===== src/rtl/bcd_press_display.sv =====
// Counts debounced button presses in a 4-digit BCD counter and scans the count
// onto a multiplexed common-anode seven-segment display.
module bcd_press_display #(
  parameter int SCAN_DIV = 5000,
  parameter bit BLANK_LZ = 1'b1
) (
  input  logic        MHz,
  input  logic        rst,
  input  logic        nb,
  output logic [15:0] value,
  output logic        wrap,
  output logic [3:0]  an,
  output logic [7:0]  seg
);

  localparam int PW = (SCAN_DIV > 1) ? $clog2(SCAN_DIV) : 1;
  localparam logic [PW-1:0] PRESC_LAST = PW'(SCAN_DIV - 1);

  function automatic logic [6:0] enc(input logic [3:0] d);
    logic [6:0] r;
    case (d)
      4'd0:    r = 7'b1000000;
      4'd1:    r = 7'b1111001;
      4'd2:    r = 7'b0100100;
      4'd3:    r = 7'b0110000;
      4'd4:    r = 7'b0011001;
      4'd5:    r = 7'b0010010;
      4'd6:    r = 7'b0000010;
      4'd7:    r = 7'b1111000;
      4'd8:    r = 7'b0000000;
      4'd9:    r = 7'b0010000;
      default: r = 7'b1111111;
    endcase
    return r;
  endfunction

  logic             s1_q, s1_d;
  logic             s2_q, s2_d;
  logic             prev_q, prev_d;
  logic [3:0][3:0]  digit_q, digit_d;
  logic             wrap_q, wrap_d;
  logic [PW-1:0]    presc_q, presc_d;
  logic [1:0]       idx_q, idx_d;
  logic [3:0]       an_q, an_d;
  logic [7:0]       seg_q, seg_d;

  logic             press;
  logic             carry;
  logic             tick;
  logic [3:0]       blank;

  always_comb begin
    s1_d   = nb;
    s2_d   = s1_q;
    prev_d = s2_q;
    press  = s2_q & ~prev_q;

    // Ripple the increment through the digits; a carry out of the top digit is the wrap.
    digit_d = digit_q;
    carry   = press;
    for (int k = 0; k < 4; k++) begin
      if (carry) begin
        if (digit_q[k] == 4'd9) begin
          digit_d[k] = 4'd0;
        end else begin
          digit_d[k] = digit_q[k] + 4'd1;
          carry      = 1'b0;
        end
      end
    end
    wrap_d = carry;

    tick    = (presc_q == PRESC_LAST);
    presc_d = tick ? '0 : presc_q + PW'(1);

    blank = 4'b0000;
    if (BLANK_LZ) begin
      blank[3] = (digit_q[3] == 4'd0);
      blank[2] = blank[3] && (digit_q[2] == 4'd0);
      blank[1] = blank[2] && (digit_q[1] == 4'd0);
    end

    // idx_q names the digit shown at the next tick, so the first tick shows digit 0.
    an_d  = an_q;
    seg_d = seg_q;
    idx_d = idx_q;
    if (tick) begin
      an_d  = ~(4'b0001 << idx_q);
      seg_d = blank[idx_q] ? 8'hFF : {1'b1, enc(digit_q[idx_q])};
      idx_d = idx_q + 2'd1;
    end
  end

  always_ff @(posedge MHz) begin
    if (rst) begin
      s1_q    <= 1'b0;
      s2_q    <= 1'b0;
      prev_q  <= 1'b0;
      digit_q <= '0;
      wrap_q  <= 1'b0;
      presc_q <= '0;
      idx_q   <= 2'd0;
      an_q    <= 4'b1111;
      seg_q   <= 8'hFF;
    end else begin
      s1_q    <= s1_d;
      s2_q    <= s2_d;
      prev_q  <= prev_d;
      digit_q <= digit_d;
      wrap_q  <= wrap_d;
      presc_q <= presc_d;
      idx_q   <= idx_d;
      an_q    <= an_d;
      seg_q   <= seg_d;
    end
  end

  assign value = digit_q;
  assign wrap  = wrap_q;
  assign an    = an_q;
  assign seg   = seg_q;

endmodule


===== config.mk =====
export PLATFORM = sky130hd
export DESIGN_NAME = bcd_press_display
export DESIGN_NICKNAME = d
export VERILOG_FILES = /design/src/rtl/bcd_press_display.sv
export SDC_FILE = /design/constraint.sdc
export NUM_CORES = 1
export LEC_CHECK = 0
export ABC_CLOCK_PERIOD_IN_PS = 3400
export CAP_MARGIN = 40
export CORE_MARGIN = 1
export CORE_UTILIZATION = 30
export DETAILED_ROUTE_END_ITERATION = 6
export HOLD_SLACK_MARGIN = 0.05
export PLACE_DENSITY = 0.57
export SLEW_MARGIN = 20
export SYNTH_ARGS = -nofsm -noshare
export SYNTH_HDL_FRONTEND = slang
export SYNTH_SLANG_ARGS = --single-unit

===== constraint.sdc =====
create_clock -name MHz -period 3.4 [get_ports MHz]
set_input_delay 0.68 -clock MHz [delete_from_list [all_inputs] [get_ports MHz]]
set_output_delay 0.68 -clock MHz [all_outputs]
set_load 0.05 [all_outputs]

==> results of run 1 <==
## logic make-up (layout without fill, tap and decap cells)
family                   after synthesis  in the layout  synth area share
AO/OA/AOI/OAI                         43             43             0.123
XOR/XNOR                              17             17            0.0625
adder cells (fa/ha/maj)               10             10            0.0525
buffers and inverters                 26             51            0.0635
flip-flops                            46             46             0.386
multiplexers                           7              7            0.0504
other                                  1              1           0.00157
AND/OR/NAND/NOR                      111            111             0.260
## metrics by stage
stage,instances,util,hold WS [ns]
2_1_floorplan,261,-,0.414
3_3_place_gp,380,0.353,0.431
3_5_place_dp,380,0.353,0.434
4_1_cts,388,0.365,0.457
5_1_grt,388,0.365,0.473
6_report,388,0.365,0.450
## cell type report
cell class | count | area share
inverters | 12 | 0.0161
clock inverters | 1 | 0.00178
well taps | 102 | 0.0455
flip-flops and latches | 46 | 0.328
multi-input cells | 189 | 0.468
repair buffers | 31 | 0.110
clock buffers | 7 | 0.0308
## cells in the mapped netlist, drive strengths merged, types with 4 or more instances
library cell and number:
dfxtp 46, nor2 38, nand2 13, a21oi 12
inv 12, xnor2 12, ha 10, nor2b 9
o21ai 9, nand3 8, buf 7, clkbuf 7
a32oi 6, nor4 6, a211o 5, nand2b 5
xor2 5, mux4 4, nand4 4, nor3 4
or3 4
## registers in the layout, summed over array words and instances, names as in the netlist
signal,flops
idx_q,2
an,4
prev_d,1
s1_q,1
seg,7
prev_q,1
wrap,1
presc_q,13
value,16
## per-layer routing
layer / vias up / part of all wire / global-route usage
li1: 962 / - / -
met1: 859 / 0.49 / 0.150
met2: 31 / 0.46 / 0.201
met3: 5 / 0.032 / 0.0293
met4: 0 / 0.012 / 0.0357
met5: - / 0 / 0
## worst max path at each step
stage               startpoint  slack (ns)          end  cells after the start
finish                value[5]        1.03     value[5]                      1
global route          value[1]        0.96     value[1]                      1
CTS                   value[1]        1.01     value[1]                      1
detailed placement         rst        1.11   presc_q[7]                      3
global placement           rst        1.13  presc_q[11]                      3
floorplan             value[5]        1.44       seg[3]                      7
## report_power, final
| part | leakage (nW) | switching (mW) | internal [mW] |
|---|---|---|---|
| clock network | 0.0482 | 0.176 | 0.164 |
| logic | 0.518 | 0.0242 | 0.0144 |
| registers | 0.372 | 0.00571 | 0.544 |
==> qor.yml, run 1 <==
global_route:
  overflow: 0
  grt_pass1_wl_um: 8070
  grt_use_total: 0.119
  grt_max_degree: 22
  grt_pass1_vias: 1742
  antenna_found_initial: 0
logic_synthesis:
  synthFlopType: "dfxtp_1"
  synthTopCellsByArea: "dfxtp_1 (39%), nor2_1 (6.0%), ha_1 (5.2%)"
  seq_area_frac_synth: 0.386
  yosysWarnings: 0
  synth.avg_cell_area_um2: 9.13
  synth_top_area_share: 0.386
  syn-cell-area_um2: 2380
  synth-seq-cells: 46
  synth_cell_types: 54
  syn_nets: 274
  synth_top_cell_by_area: "dfxtp_1"
  synth_edf_count: 0
  async_flop_share: 0
  synthCells: 261
sta:
  period_needed_ns: 2.37
  max_slew_margin: 0.590
  rsz0062_at_grt: "no"
  setup_viol: 0
  fin_ws_ns: 1.03
  setup_tns_ns: 0
  finalHoldViolations: 0
  tightestPinTransition_ns: 0.614
  period_share: 0.697
  max_freq_ghz: 0.422
  final-max-slew-violation-count: 0
  finalClockSkew_ns: 0.00885
worst_hold_path:
  hp-class: "flop to flop"
  hp-start: "s1_q"
  min_path_cells: 1
  hold_end: "prev_d"
place:
  dpl.hpwl_um: 3400
  placed_area_um2: 2710
  dp_slack_ns: 1.11
  port_buffers: 30
  place_congestion: 0.741
final_layout:
  drive_gt1_frac: 0.0769
  area_growth_pct: 17.6
  fillCellCount: 814
  final_common_cell: "dfxtp_1"
  fin_nets: 298
  antenna_cells: 0
  final_cell_mix: "dfxtp_1 (46), nor2_1 (38), clkdlybuf4s50_1 (30), nand2_1 (13)"
  multiInputGateArea_um2: 1310
  seq_area_um2: 921
  fin_area_um2: 2800
setup_path:
  cp-end-kind: "output pin"
  worstPathArrival_ns: 1.69
  regToRegSetupSlack_ns: 1.29
  worstSetupPathType: "flop to output pin"
  reg2regPathDepth: 6
  cp-start-kind: "flop"
  crit_chain: "clkdlybuf4s50_1"
  reg2reg_from: "idx_q[0]"
  crit_family: "buffers and inverters"
  crit_path_max_fanout: 10
  slowest_delay_ns: 0.87
  timing.rr.end: "seg[3]"
  worst-path-buf-inv: 1
  cp.required_ns: 2.72
  critPathSlowestCell: "clkdlybuf4s50_1"
clocking:
  cts_root_buf: "clkbuf_8"
  cts_tree: "yes"
  clk_latency_ns: 0.30
  htreeDepth: 2
  cts_buffer_depth: 2
  clock_sinks: 46
  postCtsSetupBuffers: 0
  clkSlewWorstSetupHoldPaths_ns: 0.08
  holdBufCountCts: 0
  cts_resized: 0
  cts_made_buffers: 5
routing:
  detail_route.iter0.violations: 102
  vias: 1857
  route.detailed.drc: 0
  dr.pass1.iters: 4
  wl_per_cell_um: 12.4
  drtAntennaViolNets: 0
  routed_via_density: 4.79
  finalWirelength_um: 4810
flow_run:
  drv_cap: 0
status:
  status: "finished, final reports clean"
floorplan:
  die-area_um2: 8310
  rows: 32
  num_io_pins: 32
  die_x_um: 91.1
  design.core.area_um2: 7690
  initial_utilization: 0.310
  die_y_um: 91.1
pwr:
  p_total_uw: 928
  irDropWorstVdd_uv: 161
  power_leakage_nw: 0.938
  powerDensity_nw_per_um2: 331
(Power assumes the default switching activity.)
==> run 2, diff against run 1 <==
--- a/config.mk
+++ b/config.mk
@@ -5,7 +5,7 @@
 export SDC_FILE = /design/constraint.sdc
 export NUM_CORES = 1
 export LEC_CHECK = 0
-export ABC_CLOCK_PERIOD_IN_PS = 3400
+export ABC_CLOCK_PERIOD_IN_PS = 2480
 export CAP_MARGIN = 40
 export CORE_MARGIN = 1
 export CORE_UTILIZATION = 30
==> constraint.sdc (replaced) <==
create_clock -name MHz -period 2.48 [get_ports MHz]
set_input_delay 0.496 -clock MHz [delete_from_list [all_inputs] [get_ports MHz]]
set_output_delay 0.496 -clock MHz [all_outputs]
set_load 0.05 [all_outputs]
==> run 2 against run 1 <==
Worst setup slack lost 0.77 ns. Worst hold slack gained 0.0081 ns. Sequential power up 37%. Count of clock-buffer cells in the layout shrank 2. Routed wire length down 0.31%. Combinational power is 40% higher. Clock power up 40%. Die area is the same. Sequential share of layout area fell by 0.19 points. Critical endpoint is now value[1]. Largest power group unchanged.
==> qor.yml, run 2 (same netlist as run 1, synthesis figures left out) <==
status:
  status: "finished, final reports clean"  # unchanged
routing:
  finalWirelength_um: 4790  # was 4810 um
  wl_per_cell_um: 12.3  # was 12.4 um
  routed_via_density: 4.75  # was 4.79
  vias: 1854  # was 1857
  route.detailed.drc: 0  # unchanged
  dr.pass1.iters: 4  # unchanged
  drtAntennaViolNets: 0  # unchanged
  detail_route.iter0.violations: 62  # was 102
clocking:
  holdBufCountCts: 0  # unchanged
  cts_buffer_depth: 2  # unchanged
  postCtsSetupBuffers: 0  # unchanged
  htreeDepth: 2  # unchanged
  cts_resized: 0  # unchanged
  cts_tree: "yes"  # unchanged
  cts_root_buf: "clkbuf_8"  # unchanged
  clkSlewWorstSetupHoldPaths_ns: 0.09  # was 0.08 ns
  clock_sinks: 46  # unchanged
  cts_made_buffers: 5  # unchanged
  clk_latency_ns: 0.30  # about the same
final_layout:
  final_common_cell: "dfxtp_1"  # unchanged
  final_cell_mix: "dfxtp_1 (46), nor2_1 (38), clkdlybuf4s50_1 (30), nand2_1 (13)"  # unchanged
  area_growth_pct: 18.3  # was 17.6%
  fillCellCount: 823  # was 814
  multiInputGateArea_um2: 1310  # unchanged
  antenna_cells: 0  # unchanged
  drive_gt1_frac: 0.0868  # was 0.0769
  fin_nets: 300  # was 298
  fin_area_um2: 2820  # was 2800 um^2
  seq_area_um2: 921  # unchanged
  largest_reg_flops: 16  # unchanged
pwr:
  p_seq_frac: 0.587  # was 0.592
  netSwitchingFraction: 0.246  # was 0.222
  irDropWorstVdd_uv: 207  # was 161 uV
  pwr-share-comb: 0.042  # about the same
  p_clk_frac: 0.371  # was 0.366
  power_leakage_nw: 0.940  # was 0.938 nW
  p_int_uw: 968  # was 722 uW
  p_sw_uw: 315  # was 206 uW
  powerDensity_nw_per_um2: 455  # was 331 nW/um^2
floorplan:
  num_io_pins: 32  # unchanged
  die_x_um: 91.1  # unchanged
  rows: 32  # unchanged
  design.core.area_um2: 7690  # unchanged
  die-area_um2: 8310  # unchanged
  die_y_um: 91.1  # unchanged
  initial_utilization: 0.310  # unchanged
flow_run:
  drv_cap: 0  # unchanged
setup_path:
  path_depth: 1  # unchanged
  slowest_delay_ns: 0.88  # was 0.87 ns
  crit_chain: "clkdlybuf4s50_1"  # unchanged
  cp-end-kind: "output pin"  # unchanged
  crit_path_max_fanout: 8  # was 10
  cp.required_ns: 1.98  # was 2.72 ns
  cp-start-kind: "flop"  # unchanged
  reg2reg_from: "idx_q[0]"  # unchanged
  cp-endpoint: "value[1]"  # was value[5]
  critPathSlowestCell: "clkdlybuf4s50_1"  # unchanged
  worstSetupPathType: "flop to output pin"  # unchanged
  regToRegSetupSlack_ns: 0.42  # was 1.29 ns
  timing.rr.end: "seg[3]"  # unchanged
  worstPathArrival_ns: 1.72  # was 1.69 ns
  reg2regPathDepth: 6  # unchanged
  worst-path-buf-inv: 1  # unchanged
  crit_start: "value[1]"  # was value[5]
  crit_family: "buffers and inverters"  # unchanged
sta:
  setup_viol: 0  # unchanged
  max_freq_ghz: 0.451
  rsz0062_at_grt: "no"  # unchanged
  finalClockSkew_ns: 0.0137  # was 0.00885 ns
  fin_ws_ns: 0.264  # was 1.03 ns
  period_needed_ns: 2.22
  tightestPinTransition_ns: 0.501  # was 0.614 ns
  setup_tns_ns: 0  # unchanged
  final-max-slew-violation-count: 0  # unchanged
  finalHoldViolations: 0  # unchanged
  max_slew_margin: 0.665  # was 0.590
  period_share: 0.894
worst_hold_path:
  hp-class: "flop to flop"  # unchanged
place:
  placed_area_um2: 2730  # was 2710 um^2
  place_congestion: 0.773  # was 0.741
  dp_slack_ns: 0.454  # was 1.11 ns
  port_buffers: 30  # unchanged
  dpl.hpwl_um: 3420  # was 3400 um
global_route:
  overflow: 0  # unchanged
  antenna_found_initial: 0  # unchanged
  grt_use_total: 0.123  # was 0.119
  grt_pass1_wl_um: 8280  # was 8070 um
  grt_pass1_vias: 1709  # was 1742
  grt_max_degree: 24  # was 22
run 2: cell count changes in the layout (fill, tap and decap cells not counted), sizes merged:
cell	delta
clkinv	-1
inv	+1
clkbuf	-2
buf	+2
clkinvlp	+2
run 2: power groups by stage:
stage               clock network, mW  registers (mW)  logic (mW)
detailed placement                  0           0.770      0.0543
floorplan                           0           0.773      0.0411
finish                          0.476           0.753      0.0541
global placement                    0           0.770      0.0539
global route                    0.526           0.755      0.0606
CTS                             0.492           0.753      0.0548
run 2: layer usage:
metal	vias up	wire [um]	global-route usage
met5	-	0	0
li1	968	-	-
met3	7	115	0.0260
met2	27	2210	0.205
met1	852	2410	0.157
met4	0	55	0.0397
run 2: final cells by class:
type | instances | area share
multi-input combinational | 189 | 0.465
sequential | 46 | 0.327
timing repair buffer | 33 | 0.114
tap | 102 | 0.0453
clock buffer | 5 | 0.0244
inverter | 12 | 0.0160
clock inverter | 3 | 0.00843
run 2: worst min-delay path by stage:
stage,startpoint,end,cells after the start
final,s1_q,prev_d,1
after global routing,an[2],an[2],1
after CTS,s1_q,prev_d,1
after detailed placement,s1_q,prev_d,1
after global placement,s1_q,prev_d,1
after floorplan,s1_q,prev_d,1
run 2: metrics by stage:
step,hold slack (ns),cells,power (mW),utilization
after global routing,0.489,390,1.34,0.367
after global placement,0.433,382,0.824,0.355
after CTS,0.464,390,1.30,0.367
after floorplan,0.414,261,0.814,-
final,0.458,390,1.28,0.367
after detailed placement,0.430,382,0.825,0.355
